===== src/rtl/fight_pkg.sv =====
// Shared encodings for the fight controller and the scene renderer that consumes them.
package fight_pkg;

  typedef enum logic [2:0] {
    ST_IDLE     = 3'd0,
    ST_MENU     = 3'd1,
    ST_CHOOSE   = 3'd2,
    ST_ANIM_P1  = 3'd3,
    ST_ANIM_P2  = 3'd4,
    ST_HPRED_P1 = 3'd5,
    ST_HPRED_P2 = 3'd6,
    ST_END      = 3'd7
  } fight_state_e;

  typedef enum logic [1:0] {
    WIN_NONE = 2'd0,
    WIN_P1   = 2'd1,
    WIN_P2   = 2'd2
  } winner_e;

  localparam logic [3:0] OPT_1 = 4'd1;
  localparam logic [3:0] OPT_2 = 4'd2;
  localparam logic [3:0] OPT_3 = 4'd3;
  localparam logic [3:0] OPT_4 = 4'd4;

  localparam int HP_MAX_DEFAULT = 200;

  // 2x2 grid move (1 2 / 3 4), no wrap; only the highest-priority direction acts.
  function automatic logic [3:0] nav_option(input logic [3:0] opt, input logic up,
                                            input logic down, input logic left,
                                            input logic right);
    logic [3:0] r;
    r = opt;
    if (up) begin
      if (opt == OPT_3) r = OPT_1;
      else if (opt == OPT_4) r = OPT_2;
    end else if (down) begin
      if (opt == OPT_1) r = OPT_3;
      else if (opt == OPT_2) r = OPT_4;
    end else if (left) begin
      if (opt == OPT_2) r = OPT_1;
      else if (opt == OPT_4) r = OPT_3;
    end else if (right) begin
      if (opt == OPT_1) r = OPT_2;
      else if (opt == OPT_3) r = OPT_4;
    end
    return r;
  endfunction

endpackage


===== src/rtl/fight_if.sv =====
// Bundle between the button/frame front end, the fight controller and the scene mux.
interface fight_if;
  // Every input is a one-cycle pulse sampled on the rising clk edge; there is no
  // valid/ready back-pressure, and every output is registered level state.
  logic       frame_tick;
  logic       start;
  logic       btn_up;
  logic       btn_down;
  logic       btn_left;
  logic       btn_right;
  logic       btn_confirm;
  logic       btn_back;
  logic [5:0] fight_state;
  logic [3:0] option_state;
  logic [7:0] p1_cur_hp;
  logic [7:0] p2_cur_hp;
  logic       fight_over;
  logic [1:0] winner;

  modport master (
    output frame_tick, start, btn_up, btn_down, btn_left, btn_right, btn_confirm, btn_back,
    input  fight_state, option_state, p1_cur_hp, p2_cur_hp, fight_over, winner
  );

  modport slave (
    input  frame_tick, start, btn_up, btn_down, btn_left, btn_right, btn_confirm, btn_back,
    output fight_state, option_state, p1_cur_hp, p2_cur_hp, fight_over, winner
  );
endinterface


===== src/rtl/fight_lfsr.sv =====
// Free-running 8-bit Fibonacci LFSR (x^8+x^6+x^5+x^4+1) for the opponent's skill pick.
module fight_lfsr (
  input  logic       clk,
  input  logic       rst_n,
  input  logic [7:0] seed,
  output logic [7:0] out
);
  logic [7:0] r_lfsr;
  logic       w_fb;

  assign w_fb = r_lfsr[7] ^ r_lfsr[5] ^ r_lfsr[4] ^ r_lfsr[3];

  always_ff @(posedge clk) begin
    if (!rst_n) r_lfsr <= seed;
    else        r_lfsr <= {r_lfsr[6:0], w_fb};
  end

  assign out = r_lfsr;
endmodule


===== src/rtl/fight_controller.sv =====
// Battle sequencer: menu, skill choice, attack animations and per-frame HP drain for both players.
module fight_controller
  import fight_pkg::*;
#(
  parameter int         HP_MAX     = HP_MAX_DEFAULT,
  parameter int         ANIM_TICKS = 60,
  parameter int         DMG_1      = 20,
  parameter int         DMG_2      = 35,
  parameter int         DMG_3      = 50,
  parameter int         DMG_4      = 10,
  parameter logic [7:0] LFSR_SEED  = 8'hA5
) (
  input logic    clk,
  input logic    rst_n,
  fight_if.slave bus
);
  localparam int            TW        = ($clog2(ANIM_TICKS + 1) > 6) ? $clog2(ANIM_TICKS + 1) : 6;
  localparam logic [TW-1:0] TICK_LAST = TW'(ANIM_TICKS - 1);
  localparam logic [7:0]    HP_FULL   = 8'(HP_MAX);

  fight_state_e  r_state, w_state_nxt;
  winner_e       r_winner, w_winner_nxt;
  logic [3:0]    r_option, w_option_nxt;
  logic [7:0]    r_hp1, w_hp1_nxt, r_hp2, w_hp2_nxt;
  logic [7:0]    r_dmg, w_dmg_nxt;
  logic [TW-1:0] r_tick, w_tick_nxt;
  logic [2:0]    r_skill_p1, w_skill_p1_nxt, r_skill_p2, w_skill_p2_nxt;
  logic          r_fight_over;
  logic [7:0]    w_lfsr;
  logic [3:0]    w_nav;
  logic          w_unused_lfsr;

  fight_lfsr u_lfsr (
    .clk   (clk),
    .rst_n (rst_n),
    .seed  (LFSR_SEED),
    .out   (w_lfsr)
  );

  assign w_unused_lfsr = ^w_lfsr[7:2];
  assign w_nav = nav_option(r_option, bus.btn_up, bus.btn_down, bus.btn_left, bus.btn_right);

  function automatic logic [7:0] dmg_of(input logic [2:0] skill);
    case (skill)
      3'd1:    return 8'(DMG_1);
      3'd2:    return 8'(DMG_2);
      3'd3:    return 8'(DMG_3);
      3'd4:    return 8'(DMG_4);
      default: return 8'd0;
    endcase
  endfunction

  always_comb begin
    w_state_nxt    = r_state;
    w_winner_nxt   = r_winner;
    w_option_nxt   = r_option;
    w_hp1_nxt      = r_hp1;
    w_hp2_nxt      = r_hp2;
    w_dmg_nxt      = r_dmg;
    w_tick_nxt     = r_tick;
    w_skill_p1_nxt = r_skill_p1;
    w_skill_p2_nxt = r_skill_p2;
    case (r_state)
      ST_IDLE, ST_END: begin
        if (bus.start) begin
          w_state_nxt  = ST_MENU;
          w_option_nxt = OPT_1;
          w_hp1_nxt    = HP_FULL;
          w_hp2_nxt    = HP_FULL;
          w_winner_nxt = WIN_NONE;
        end
      end
      ST_MENU: begin
        if (bus.btn_confirm) begin
          if (r_option == OPT_1) begin
            w_state_nxt  = ST_CHOOSE;
            w_option_nxt = OPT_1;
          end else if (r_option == OPT_4) begin
            w_state_nxt  = ST_END;
            w_winner_nxt = WIN_NONE;
          end
        end else if (!bus.btn_back) begin
          w_option_nxt = w_nav;
        end
      end
      ST_CHOOSE: begin
        if (bus.btn_confirm) begin
          w_skill_p1_nxt = r_option[2:0];
          w_tick_nxt     = '0;
          w_state_nxt    = ST_ANIM_P1;
        end else if (bus.btn_back) begin
          w_state_nxt  = ST_MENU;
          w_option_nxt = OPT_1;
        end else begin
          w_option_nxt = w_nav;
        end
      end
      ST_ANIM_P1, ST_ANIM_P2: begin
        if (bus.frame_tick) begin
          if (r_tick == TICK_LAST) begin
            w_tick_nxt = '0;
            if (r_state == ST_ANIM_P1) begin
              w_dmg_nxt   = dmg_of(r_skill_p1);
              w_state_nxt = ST_HPRED_P2;
            end else begin
              w_dmg_nxt   = dmg_of(r_skill_p2);
              w_state_nxt = ST_HPRED_P1;
            end
          end else begin
            w_tick_nxt = r_tick + TW'(1);
          end
        end
      end
      // Exit is decided on the post-decrement values of the same tick.
      ST_HPRED_P2: begin
        if (bus.frame_tick) begin
          if (r_dmg != 8'd0 && r_hp2 != 8'd0) begin
            w_dmg_nxt = r_dmg - 8'd1;
            w_hp2_nxt = r_hp2 - 8'd1;
          end
          if (w_hp2_nxt == 8'd0) begin
            w_state_nxt  = ST_END;
            w_winner_nxt = WIN_P1;
          end else if (w_dmg_nxt == 8'd0) begin
            w_skill_p2_nxt = {1'b0, w_lfsr[1:0]} + 3'd1;
            w_tick_nxt     = '0;
            w_state_nxt    = ST_ANIM_P2;
          end
        end
      end
      ST_HPRED_P1: begin
        if (bus.frame_tick) begin
          if (r_dmg != 8'd0 && r_hp1 != 8'd0) begin
            w_dmg_nxt = r_dmg - 8'd1;
            w_hp1_nxt = r_hp1 - 8'd1;
          end
          if (w_hp1_nxt == 8'd0) begin
            w_state_nxt  = ST_END;
            w_winner_nxt = WIN_P2;
          end else if (w_dmg_nxt == 8'd0) begin
            w_state_nxt  = ST_MENU;
            w_option_nxt = OPT_1;
          end
        end
      end
      default: w_state_nxt = ST_IDLE;
    endcase
  end

  always_ff @(posedge clk) begin
    if (!rst_n) begin
      r_state      <= ST_IDLE;
      r_winner     <= WIN_NONE;
      r_option     <= OPT_1;
      r_hp1        <= 8'd0;
      r_hp2        <= 8'd0;
      r_dmg        <= 8'd0;
      r_tick       <= '0;
      r_skill_p1   <= 3'd0;
      r_skill_p2   <= 3'd0;
      r_fight_over <= 1'b0;
    end else begin
      r_state      <= w_state_nxt;
      r_winner     <= w_winner_nxt;
      r_option     <= w_option_nxt;
      r_hp1        <= w_hp1_nxt;
      r_hp2        <= w_hp2_nxt;
      r_dmg        <= w_dmg_nxt;
      r_tick       <= w_tick_nxt;
      r_skill_p1   <= w_skill_p1_nxt;
      r_skill_p2   <= w_skill_p2_nxt;
      r_fight_over <= (w_state_nxt == ST_END);
    end
  end

  assign bus.fight_state  = {3'b000, r_state};
  assign bus.option_state = r_option;
  assign bus.p1_cur_hp    = r_hp1;
  assign bus.p2_cur_hp    = r_hp2;
  assign bus.fight_over   = r_fight_over;
  assign bus.winner       = r_winner;
endmodule


===== src/flat_wrapper.sv =====
// flat-port wrapper written by rule: the top's interface ports become plain ports
module fight_controller_flat import fight_pkg::*;
#(
  parameter int         HP_MAX     = HP_MAX_DEFAULT,
  parameter int         ANIM_TICKS = 60,
  parameter int         DMG_1      = 20,
  parameter int         DMG_2      = 35,
  parameter int         DMG_3      = 50,
  parameter int         DMG_4      = 10,
  parameter logic [7:0] LFSR_SEED  = 8'hA5
)
  (clk, rst_n, bus_frame_tick, bus_start, bus_btn_up, bus_btn_down, bus_btn_left, bus_btn_right, bus_btn_confirm, bus_btn_back, bus_fight_state, bus_option_state, bus_p1_cur_hp, bus_p2_cur_hp, bus_fight_over, bus_winner);
  fight_if bus_i ();
  input logic clk;
  input logic rst_n;
  input wire logic [$bits(bus_i.frame_tick)-1:0] bus_frame_tick;
  input wire logic [$bits(bus_i.start)-1:0] bus_start;
  input wire logic [$bits(bus_i.btn_up)-1:0] bus_btn_up;
  input wire logic [$bits(bus_i.btn_down)-1:0] bus_btn_down;
  input wire logic [$bits(bus_i.btn_left)-1:0] bus_btn_left;
  input wire logic [$bits(bus_i.btn_right)-1:0] bus_btn_right;
  input wire logic [$bits(bus_i.btn_confirm)-1:0] bus_btn_confirm;
  input wire logic [$bits(bus_i.btn_back)-1:0] bus_btn_back;
  output wire logic [$bits(bus_i.fight_state)-1:0] bus_fight_state;
  output wire logic [$bits(bus_i.option_state)-1:0] bus_option_state;
  output wire logic [$bits(bus_i.p1_cur_hp)-1:0] bus_p1_cur_hp;
  output wire logic [$bits(bus_i.p2_cur_hp)-1:0] bus_p2_cur_hp;
  output wire logic [$bits(bus_i.fight_over)-1:0] bus_fight_over;
  output wire logic [$bits(bus_i.winner)-1:0] bus_winner;
  assign bus_i.frame_tick = bus_frame_tick;
  assign bus_i.start = bus_start;
  assign bus_i.btn_up = bus_btn_up;
  assign bus_i.btn_down = bus_btn_down;
  assign bus_i.btn_left = bus_btn_left;
  assign bus_i.btn_right = bus_btn_right;
  assign bus_i.btn_confirm = bus_btn_confirm;
  assign bus_i.btn_back = bus_btn_back;
  assign bus_fight_state = bus_i.fight_state;
  assign bus_option_state = bus_i.option_state;
  assign bus_p1_cur_hp = bus_i.p1_cur_hp;
  assign bus_p2_cur_hp = bus_i.p2_cur_hp;
  assign bus_fight_over = bus_i.fight_over;
  assign bus_winner = bus_i.winner;
  fight_controller #(.HP_MAX(HP_MAX), .ANIM_TICKS(ANIM_TICKS), .DMG_1(DMG_1), .DMG_2(DMG_2), .DMG_3(DMG_3), .DMG_4(DMG_4), .LFSR_SEED(LFSR_SEED)) u_core (.clk(clk), .rst_n(rst_n), .bus(bus_i));
endmodule

===== config.mk =====
export PLATFORM = sky130hd
export DESIGN_NAME = fight_controller_flat
export DESIGN_NICKNAME = d
export VERILOG_FILES = /design/src/rtl/fight_pkg.sv /design/src/rtl/fight_if.sv /design/src/rtl/fight_lfsr.sv /design/src/rtl/fight_controller.sv /design/src/flat_wrapper.sv
export SDC_FILE = /design/constraint.sdc
export NUM_CORES = 1
export LEC_CHECK = 0
export ABC_CLOCK_PERIOD_IN_PS = 3600
export CORE_ASPECT_RATIO = 1.2
export CORE_MARGIN = 8
export CORE_UTILIZATION = 58
export DETAILED_ROUTE_END_ITERATION = 10
export GPL_TIMING_DRIVEN = 0
export PLACE_DENSITY = 0.82
export SYNTH_ARGS = -nofsm -noshare
export SYNTH_HDL_FRONTEND = slang
export SYNTH_SLANG_ARGS = --single-unit

===== constraint.sdc =====
create_clock -name clk -period 3.6 [get_ports clk]
set_clock_uncertainty 0.1 [all_clocks]
set_input_delay 1.08 -clock clk [delete_from_list [all_inputs] [get_ports clk]]
set_output_delay 1.08 -clock clk [all_outputs]
set_load 0.005 [all_outputs]

Yosys cells after proc, flatten, opt, wreduce, memory -nomap -nowiden. Cells that the tools add are included.

Bits in registers: 54. Bits of input ports: 10. Output and inout bits: 29. Logic and storage cells: 164.

Equal/unequal tests: 39. Reduce and logical (&&, ||, !) cells: 26. Add/subtract/negate cells: 5. Multiplexer cells: 79. Bitwise logic cells: 4.

Operators with widths (count): 8-bit two-way mux (20); 4-bit two-way mux (21); 6-bit case mux with 4 select lines (2); 3-bit two-way mux (14); 6-bit two-way mux (6); 8-bit logical NOT (4); 8-bit case mux with 2 select lines (2); 8-bit case mux with 3 select lines (1); 8-bit nonzero test (3); 8-bit by 1-bit subtractor with 8-bit output (second input constant) (3); 3-bit equality test (second input constant) (7); 2-bit != test (second input constant) (10); 3-bit by 2-bit equality test with 1-bit output (second input constant) (6); 2-bit two-way mux (9); 3-bit case mux with 6 select lines (1); 6-bit case mux with 3 select lines (1); 4-bit case mux with 4 select lines (1); 2-bit by 1-bit != test with 1-bit output (second input constant) (6); 3-bit by 1-bit equality test with 1-bit output (second input constant) (3); 9-bit AND reduction (1); 4-bit by 2-bit equality test with 1-bit output (second input constant) (2); 2-bit case mux with 4 select lines (1); 8-bit AND reduction (1); 4-bit nonzero test (2); other kinds (19) (26).

Logic depth before layout (Yosys ltp). Gate-level depths: netlist of run 1.

Word-level depth: 11. Depth in mapped cells: 13. Depth with buffers taken out: 10.

Cells and area by module. From an unflattened synthesis of run 1, not the netlist that was laid out.

Cells, all modules: 520. Area, all modules: 3867.5 um^2.

By module, submodules not included: fight_controller (area an instance 3582.2 um^2, seq. area each 920.9 um^2, times used 1, cells an instance 499); fight_lfsr (area an instance 285.3 um^2, seq. area each 160.2 um^2, times used 1, cells an instance 21).

Worst setup path after synthesis of run 1. No wires, ideal clock.

Kind: register -> register. Start point: register u_core.r_dmg[0]. End point: register u_core.r_tick[0]. Buffers on the path: 2. Library setup time: 0.072 ns. Data required time: 3.428 ns. Clock period less this slack: 3.165 ns. Slack: 0.435 ns. Stages on the path, launching flop included: 13. Data arrival time: 2.994 ns. Cells stage by stage: dfxtp_1 -> clkbuf_1 -> inv_1 -> ha_1 -> nor4b_2 -> nand2_1 -> a311oi_1 -> a211oi_1 -> or4b_4 -> a31oi_4 -> nand2b_1 -> buf_6 -> mux2i_1.

Longest elaborated chain between the ends: 8. Elaborated cells on any way between the ends: 14. Classes of those cells: 1 x add/sub; 2 x eq/ne; 6 x mux; 5 x reduce/logical.

Ends and longest elaborated chain: from (decl) (line fight_controller.sv:25) `logic [7:0] r_dmg, w_dmg_nxt;`; from (signal assigned) (line fight_controller.sv:168) `r_dmg <= w_dmg_nxt;`; branches (longest 7 deep; another with 8-bit by 1-bit subtractor with 8-bit output); 6-bit AND reduction (no source line) (*); to (signal assigned) (line fight_controller.sv:169) `r_tick <= w_tick_nxt;`; to (decl) (line fight_controller.sv:26) `logic [TW-1:0] r_tick, w_tick_nxt;`.

Every way passes the cells marked *. The select of a mux whose other input is x is not followed. A chain may end at the register's enable or synchronous reset.

Final worst setup path of run 1.
Start point: register u_core.r_dmg[1]. End point: register u_core.r_tick[0].

Same word-level chain as after synthesis.

==> impl_metrics.py, run 1 <==
metrics = {
    "logic_synthesis": {
        "synth_area_leaders": "dfxtp_1, o21ai_0, nand2_1",
        "synth_mux_area_frac": 0.0380,
        "syn-mean-instance-area_sq_um": 7.28,
        "netlist_area_sq_um": 4010,
        "synth_top_cell_area_share": 0.269,
        "synth_top_family_by_area": "simple AND/OR/NAND/NOR gates",
        "synth_seq_area_share": 0.269,
        "synth_adder_area_share": 0.0156,
        "synth.most_common_cell": "nand2_1",
        "ys.flop_type": "dfxtp_1",
        "ys_top_cells_by_count": "nand2_1, dfxtp_1, o21ai_0",
        "synth_compound_area_frac": 0.283,
        "synth_warnings": 0,
        "synth_top_cell_by_area": "dfxtp_1",
        "synth-seq-cells": 54,
        "synthCells": 551,
        "synth_edf_count": 0,
        "async_flop_share": 0,
        "synth_xor_area_frac": 0.0218,
        "synthSimpleGateAreaFrac": 0.309,
        "ys_types": 68,
    },
    "die": {
        "initial_utilization": 0.593,
        "coreArea_sq_um": 6770,
        "ioPinCount": 39,
        "dieHeight_microns": 107,
        "die_x_microns": 91.9,
        "num_rows": 33,
        "die-area_sq_um": 9850,
    },
    "setup_path": {
        "critical_path_class": "register to register",
        "worstPathRequired_ps": 3740,
        "crit_chain": "inv_1, ha_1, nor4b_4, nand2_2, a311oi_1, a211oi_1, or4b_4, a31oi_4, nand2b_1, buf_6, mux2i_1",
        "cpMaxStageDelayCell": "or4b_4",
        "rrSetupSlack_ps": 220,
        "worst_r2r_endpoint": "u_core.r_tick[0]",
        "startpoint": "u_core.r_dmg[1]",
        "end_kind": "register",
        "arrival_ps": 3520,
        "critPathTopFamily": "simple AND/OR/NAND/NOR gates",
        "worstPathMaxFanout": 9,
        "worstSetupStartpointType": "register",
        "reg2regPathDepth": 11,
        "critPathBufInv": 2,
        "max_stage_delay_ps": 620,
        "r2r_start": "u_core.r_dmg[1]",
    },
    "detailed_routing": {
        "drt-pass1-iter-count": 5,
        "vias_per_cell": 6.45,
        "via_count": 4377,
        "wirelength_microns": 12200,
        "drt_iter0_drc": 399,
        "ant_nets": 0,
        "drcViolationCount": 0,
        "wl_per_cell_microns": 18.0,
    },
    "power": {
        "powerDensity_nw_per_um2": 657,
        "power.leakage_nw": 1.67,
        "ir_drop_v": 0.000388,
        "finalPower_mw": 3.03,
    },
    "global_routing": {
        "grt_overflow_total": 0,
        "antenna_found_initial": 0,
        "grt_pass1_vias": 4225,
        "grt_max_degree": 18,
        "grt_pass1_wl_microns": 20300,
        "grt_use_total": 0.246,
    },
    "clocking": {
        "cts_num_sinks": 54,
        "clk_path_buf_depth": 2,
        "clk_pin_slew_ps": 110,
        "cts_tree": "yes",
        "hold_buffers": 0,
        "clock_latency_ps": 320,
        "cts_buffers": 5,
        "cts_root_buf": "clkbuf_8",
        "htreeDepth": 2,
    },
    "min_path": {
        "min_path_cells": 1,
        "min_to": "u_core.u_lfsr.out[7]",
        "min-delay-start": "u_core.u_lfsr.out[6]",
        "min-delay-path-class": "register to register",
    },
    "outcome": {
        "status": "finished, final reports clean",
    },
    "timing": {
        "worstMarginPinSlew_ps": 813,
        "maxSlewViolCount": 0,
        "setup_slack_ps": 220,
        "finalCriticalPeriod_ps": 3380,
        "fin_tns_setup_ps": 0,
        "slew_headroom": 0.458,
        "finalCritPeriodShare": 0.939,
        "grt_setup_unrepaired": "false",
        "fmax_mhz": 296,
        "setup_viol": 0,
        "hold_viol": 0,
    },
    "finish": {
        "final_cells": 679,
        "area_delta_synth_final_pct": 15.0,
        "nNetsFinal": 606,
        "postLayoutCoreUtil": 0.681,
        "drive_gt1_frac": 0.0709,
        "antenna_cells": 0,
    },
    "flow_run": {
        "maxCapViolations": 0,
    },
    "placement": {
        "dp.cells": 673,
        "dp_slack_ps": -230,
        "hpwl_microns": 9050,
        "io_buffers": 33,
        "place_congestion": 1.01,
    },
}
==> repair_timing <==
item / CTS / global route
setup buffers: 0 / 0
setup endpoints to repair: 14 / 11
resized for setup: 7 / 3
==> placed cells by master, fill, tap and decap left out, types with 4 or more instances in the layout <==
cell	synthesis	final
nor4_1	5	5
clkdlybuf4s50_1	0	33
ha_1	5	4
mux2i_1	13	13
nand3b_1	5	5
a21boi_0	8	8
nand3_1	22	22
xor2_1	5	5
nand4_1	7	7
clkbuf_8	0	6
o211ai_1	9	9
a211oi_1	6	6
inv_1	19	19
a31oi_1	11	11
and3_1	5	5
clkbuf_1	32	29
dfxtp_1	54	53
or3_1	10	10
and2_1	10	10
o21ai_0	47	46
xnor2_1	5	5
nor3_1	22	20
o41ai_1	4	4
o22ai_1	6	6
nor2_1	39	39
nor2b_1	18	18
a21oi_1	35	35
o221a_2	7	7
nand2b_1	11	11
nand2_1	61	60
o211a_1	4	4
==> stage by stage <==
stage	hold WS, ps	instance area (sq um)
2_1_floorplan	286	4020
3_3_place_gp	296	4460
3_5_place_dp	310	4460
4_1_cts	332	4610
5_1_grt	350	4610
6_report	330	4610
==> worst max-delay path by stage <==
stage,end,depth (start not counted)
3_3_place_gp,u_core.r_tick[3],12
3_5_place_dp,u_core.r_tick[3],12
5_1_grt,u_core.r_tick[0],11
2_1_floorplan,u_core.r_tick[0],12
6_report,u_core.r_tick[0],11
4_1_cts,u_core.bus.option_state[1],12
==> report_power, final <==
group / switching (mW) / total, mW / internal (mW)
combinational: 1.15 / 1.83 / 0.675
sequential: 0.0889 / 0.758 / 0.669
clock: 0.215 / 0.444 / 0.229
==> metal layers <==
metal / vias up / part of all wire / track usage / wire length, microns
met2: 201 / 0.47 / 0.413 / 5710
met5: - / 0 / 0 / 0
li1: 2096 / - / - / -
met4: 0 / 0.043 / 0.143 / 530
met3: 43 / 0.056 / 0.0294 / 686
met1: 2037 / 0.43 / 0.295 / 5290
==> cell families after synthesis <==
logic type,Yosys count
other,1
buffers and inverters,61
adders and majority gates,5
DFF,54
xor gates and xnor gates,10
muxes,15
AOI/OAI and AO/OA,169
and+or+nand+nor,236
==> cell type report <==
cell class / instances / area [sq um]
plain buffers: 39 / 170
clock buffers: 6 / 82.6
clock inverters: 2 / 38.8
fillers: 601 / 2160
inverters: 20 / 75.1
multi-input cells: 438 / 2730
flip-flops and latches: 54 / 1080
well taps: 87 / 109
repair buffers: 33 / 330
==> sequential cells by signal, indices dropped and copies added (netlist names) <==
name / cells
u_core.r_state: 3
u_core.bus.winner: 2
u_core.r_dmg: 8
u_core.r_skill_p1: 3
u_core.bus.option_state: 4
u_core.r_skill_p2: 3
u_core.bus.fight_over: 1
u_core.u_lfsr.out: 8
u_core.r_tick: 6
u_core.bus.p1_cur_hp: 8
u_core.bus.p2_cur_hp: 8
(Power assumes the default switching activity.)
==> inputs of run 2 (changes only) <==
ABC_CLOCK_PERIOD_IN_PS = 3800   (was 3600)
clock period = 3.8 ns   (was 3.6 ns; I/O delays follow)
==> impl_metrics.py, run 2 (synthesis gave the netlist of run 1 again) <==
metrics = {
    "outcome": {
        "status": "finished, final reports clean",
    },
    "die": {
        "die_x_microns": 91.9,
        "ioPinCount": 39,
        "dieHeight_microns": 107,
        "initial_utilization": 0.593,
        "num_rows": 33,
        "die-area_sq_um": 9850,
        "coreArea_sq_um": 6770,
    },
    "finish": {
        "drive_gt1_frac": 0.0658,
        "layout_common_cells": "nand2_1, dfxtp_1, o21ai_0",
        "final_cells": 680,
        "nNetsFinal": 607,
        "antenna_cells": 0,
        "n_fill_cell": 601,
        "layout.cells.most_common": "nand2_1",
        "area_delta_synth_final_pct": 14.9,
    },
    "detailed_routing": {
        "wl_per_cell_microns": 17.9,
        "drcViolationCount": 0,
        "drt_iter0_drc": 344,
        "drt-pass1-iter-count": 5,
        "via_count": 4411,
        "ant_nets": 0,
        "vias_per_cell": 6.49,
        "wirelength_microns": 12200,
    },
    "min_path": {
        "min_path_cells": 1,
        "min-delay-path-class": "register to register",
    },
    "timing": {
        "setup_slack_ps": 201,
        "finalCriticalPeriod_ps": 3600,
        "setup_viol": 0,
        "grt_setup_unrepaired": "false",
        "slew_headroom": 0.484,
        "finalCritPeriodShare": 0.947,
        "maxSlewViolCount": 0,
        "fmax_mhz": 278,
        "worstMarginPinSlew_ps": 775,
        "fin_tns_setup_ps": 0,
        "hold_viol": 0,
    },
    "global_routing": {
        "grt_use_total": 0.246,
        "grt_pass1_wl_microns": 20300,
        "grt_overflow_total": 0,
        "grt_max_degree": 18,
        "grt_use_met3": 0.0307,
        "busiest_layer": "met2",
        "grt_pass1_vias": 4225,
        "grt_use_met1": 0.294,
        "groute.layer.met2.usage": 0.412,
        "antenna_found_initial": 0,
    },
    "setup_path": {
        "critical_path_class": "register to register",
        "worstPathRequired_ps": 3930,
        "worstPathMaxFanout": 10,
        "worstSetupStartpointType": "register",
        "critPathTopFamily": "compound AO/OA/AOI/OAI gates",
        "max_stage_delay_ps": 380,
        "crit_chain": "clkbuf_1, inv_1, ha_1, nor4b_4, and2_1, buf_2, or3_1, o2111a_1, a311oi_2, o21ai_1, a311o_1, a21boi_0",
        "reg2regPathDepth": 12,
        "cpMaxStageDelayCell": "or3_1",
        "rrSetupSlack_ps": 200,
        "cp.depth": 12,
        "end_kind": "register",
        "critPathBufInv": 3,
        "arrival_ps": 3730,
    },
    "power": {
        "power.leakage_nw": 1.67,
        "ir_drop_v": 0.000369,
        "powerDensity_nw_per_um2": 622,
    },
    "placement": {
        "hpwl_microns": 9050,
        "dp.cells": 673,
        "dp_slack_ps": -30.3,
        "place_congestion": 1.01,
        "io_buffers": 33,
    },
    "clocking": {
        "cts_root_buf": "clkbuf_8",
        "htreeDepth": 2,
        "cts_num_sinks": 54,
        "cts_tree": "yes",
        "cts_buffers": 5,
        "clock_latency_ps": 320,
        "clk_pin_slew_ps": 110,
        "clk_path_buf_depth": 2,
    },
    "flow_run": {
        "maxCapViolations": 0,
    },
}
run 2: worst reg2reg max path: cells and delay by family, from the launching register on:
family	cells	cell delay (ps)
flops	1	320
compound gates	5	1360
buf+inv	3	680
simple gates	3	780
fa+ha+maj	1	280
run 2: per-layer routing:
metal / up-vias / wire length, microns
met1: 2059 / 5190
met5: - / 0
met3: 44 / 779
met4: 0 / 537
li1: 2102 / -
met2: 206 / 5680
run 2: repair_timing:
| item | in CTS | in global routing |
|---|---|---|
| setup buffers | 0 | 0 |
| gates resized for setup | 2 | 6 |
| endpoints found under the hold margin | 0 | 0 |
| hold buffers | 0 | 0 |
| setup endpoints to repair | 6 | 9 |
run 2: final timing paths:
| kind | start | endpoint |
|---|---|---|
| hold / removal | u_core.u_lfsr.out[6] | u_core.u_lfsr.out[7] |
| setup / recovery | u_core.r_dmg[0] | u_core.bus.option_state[1] |
| hold reg to reg | u_core.u_lfsr.out[6] | u_core.u_lfsr.out[7] |
| setup reg to reg | u_core.r_dmg[0] | u_core.bus.option_state[1] |
run 2: area by class of cell:
type,instances,area (sq um),area share
clock inverters,2,38.8,0.00841
well taps,87,109,0.0236
multi-input cells,438,2720,0.590
clock buffers,6,82.6,0.0179
inverters,20,75.1,0.0163
plain buffers,40,174,0.0377
repair buffers,33,330,0.0717
flip-flops and latches,54,1080,0.235
run 2: through the flow:
stage | hold slack (ps) | util | power (mW) | instance area [sq um]
final | 328 | 0.681 | 2.86 | 4610
after global routing | 350 | 0.681 | 3.05 | 4610
after CTS | 332 | 0.678 | 2.78 | 4590
after detailed placement | 310 | 0.659 | 2.35 | 4460
after global placement | 296 | 0.659 | 2.34 | 4460
after floorplan | 286 | - | 1.88 | 4020
run 2: where the power goes:
group	switching, mW	internal (mW)	total [mW]
sequential	0.0836	0.633	0.717
combinational	1.09	0.637	1.73
clock	0.202	0.217	0.419
total	1.38	1.49	2.86
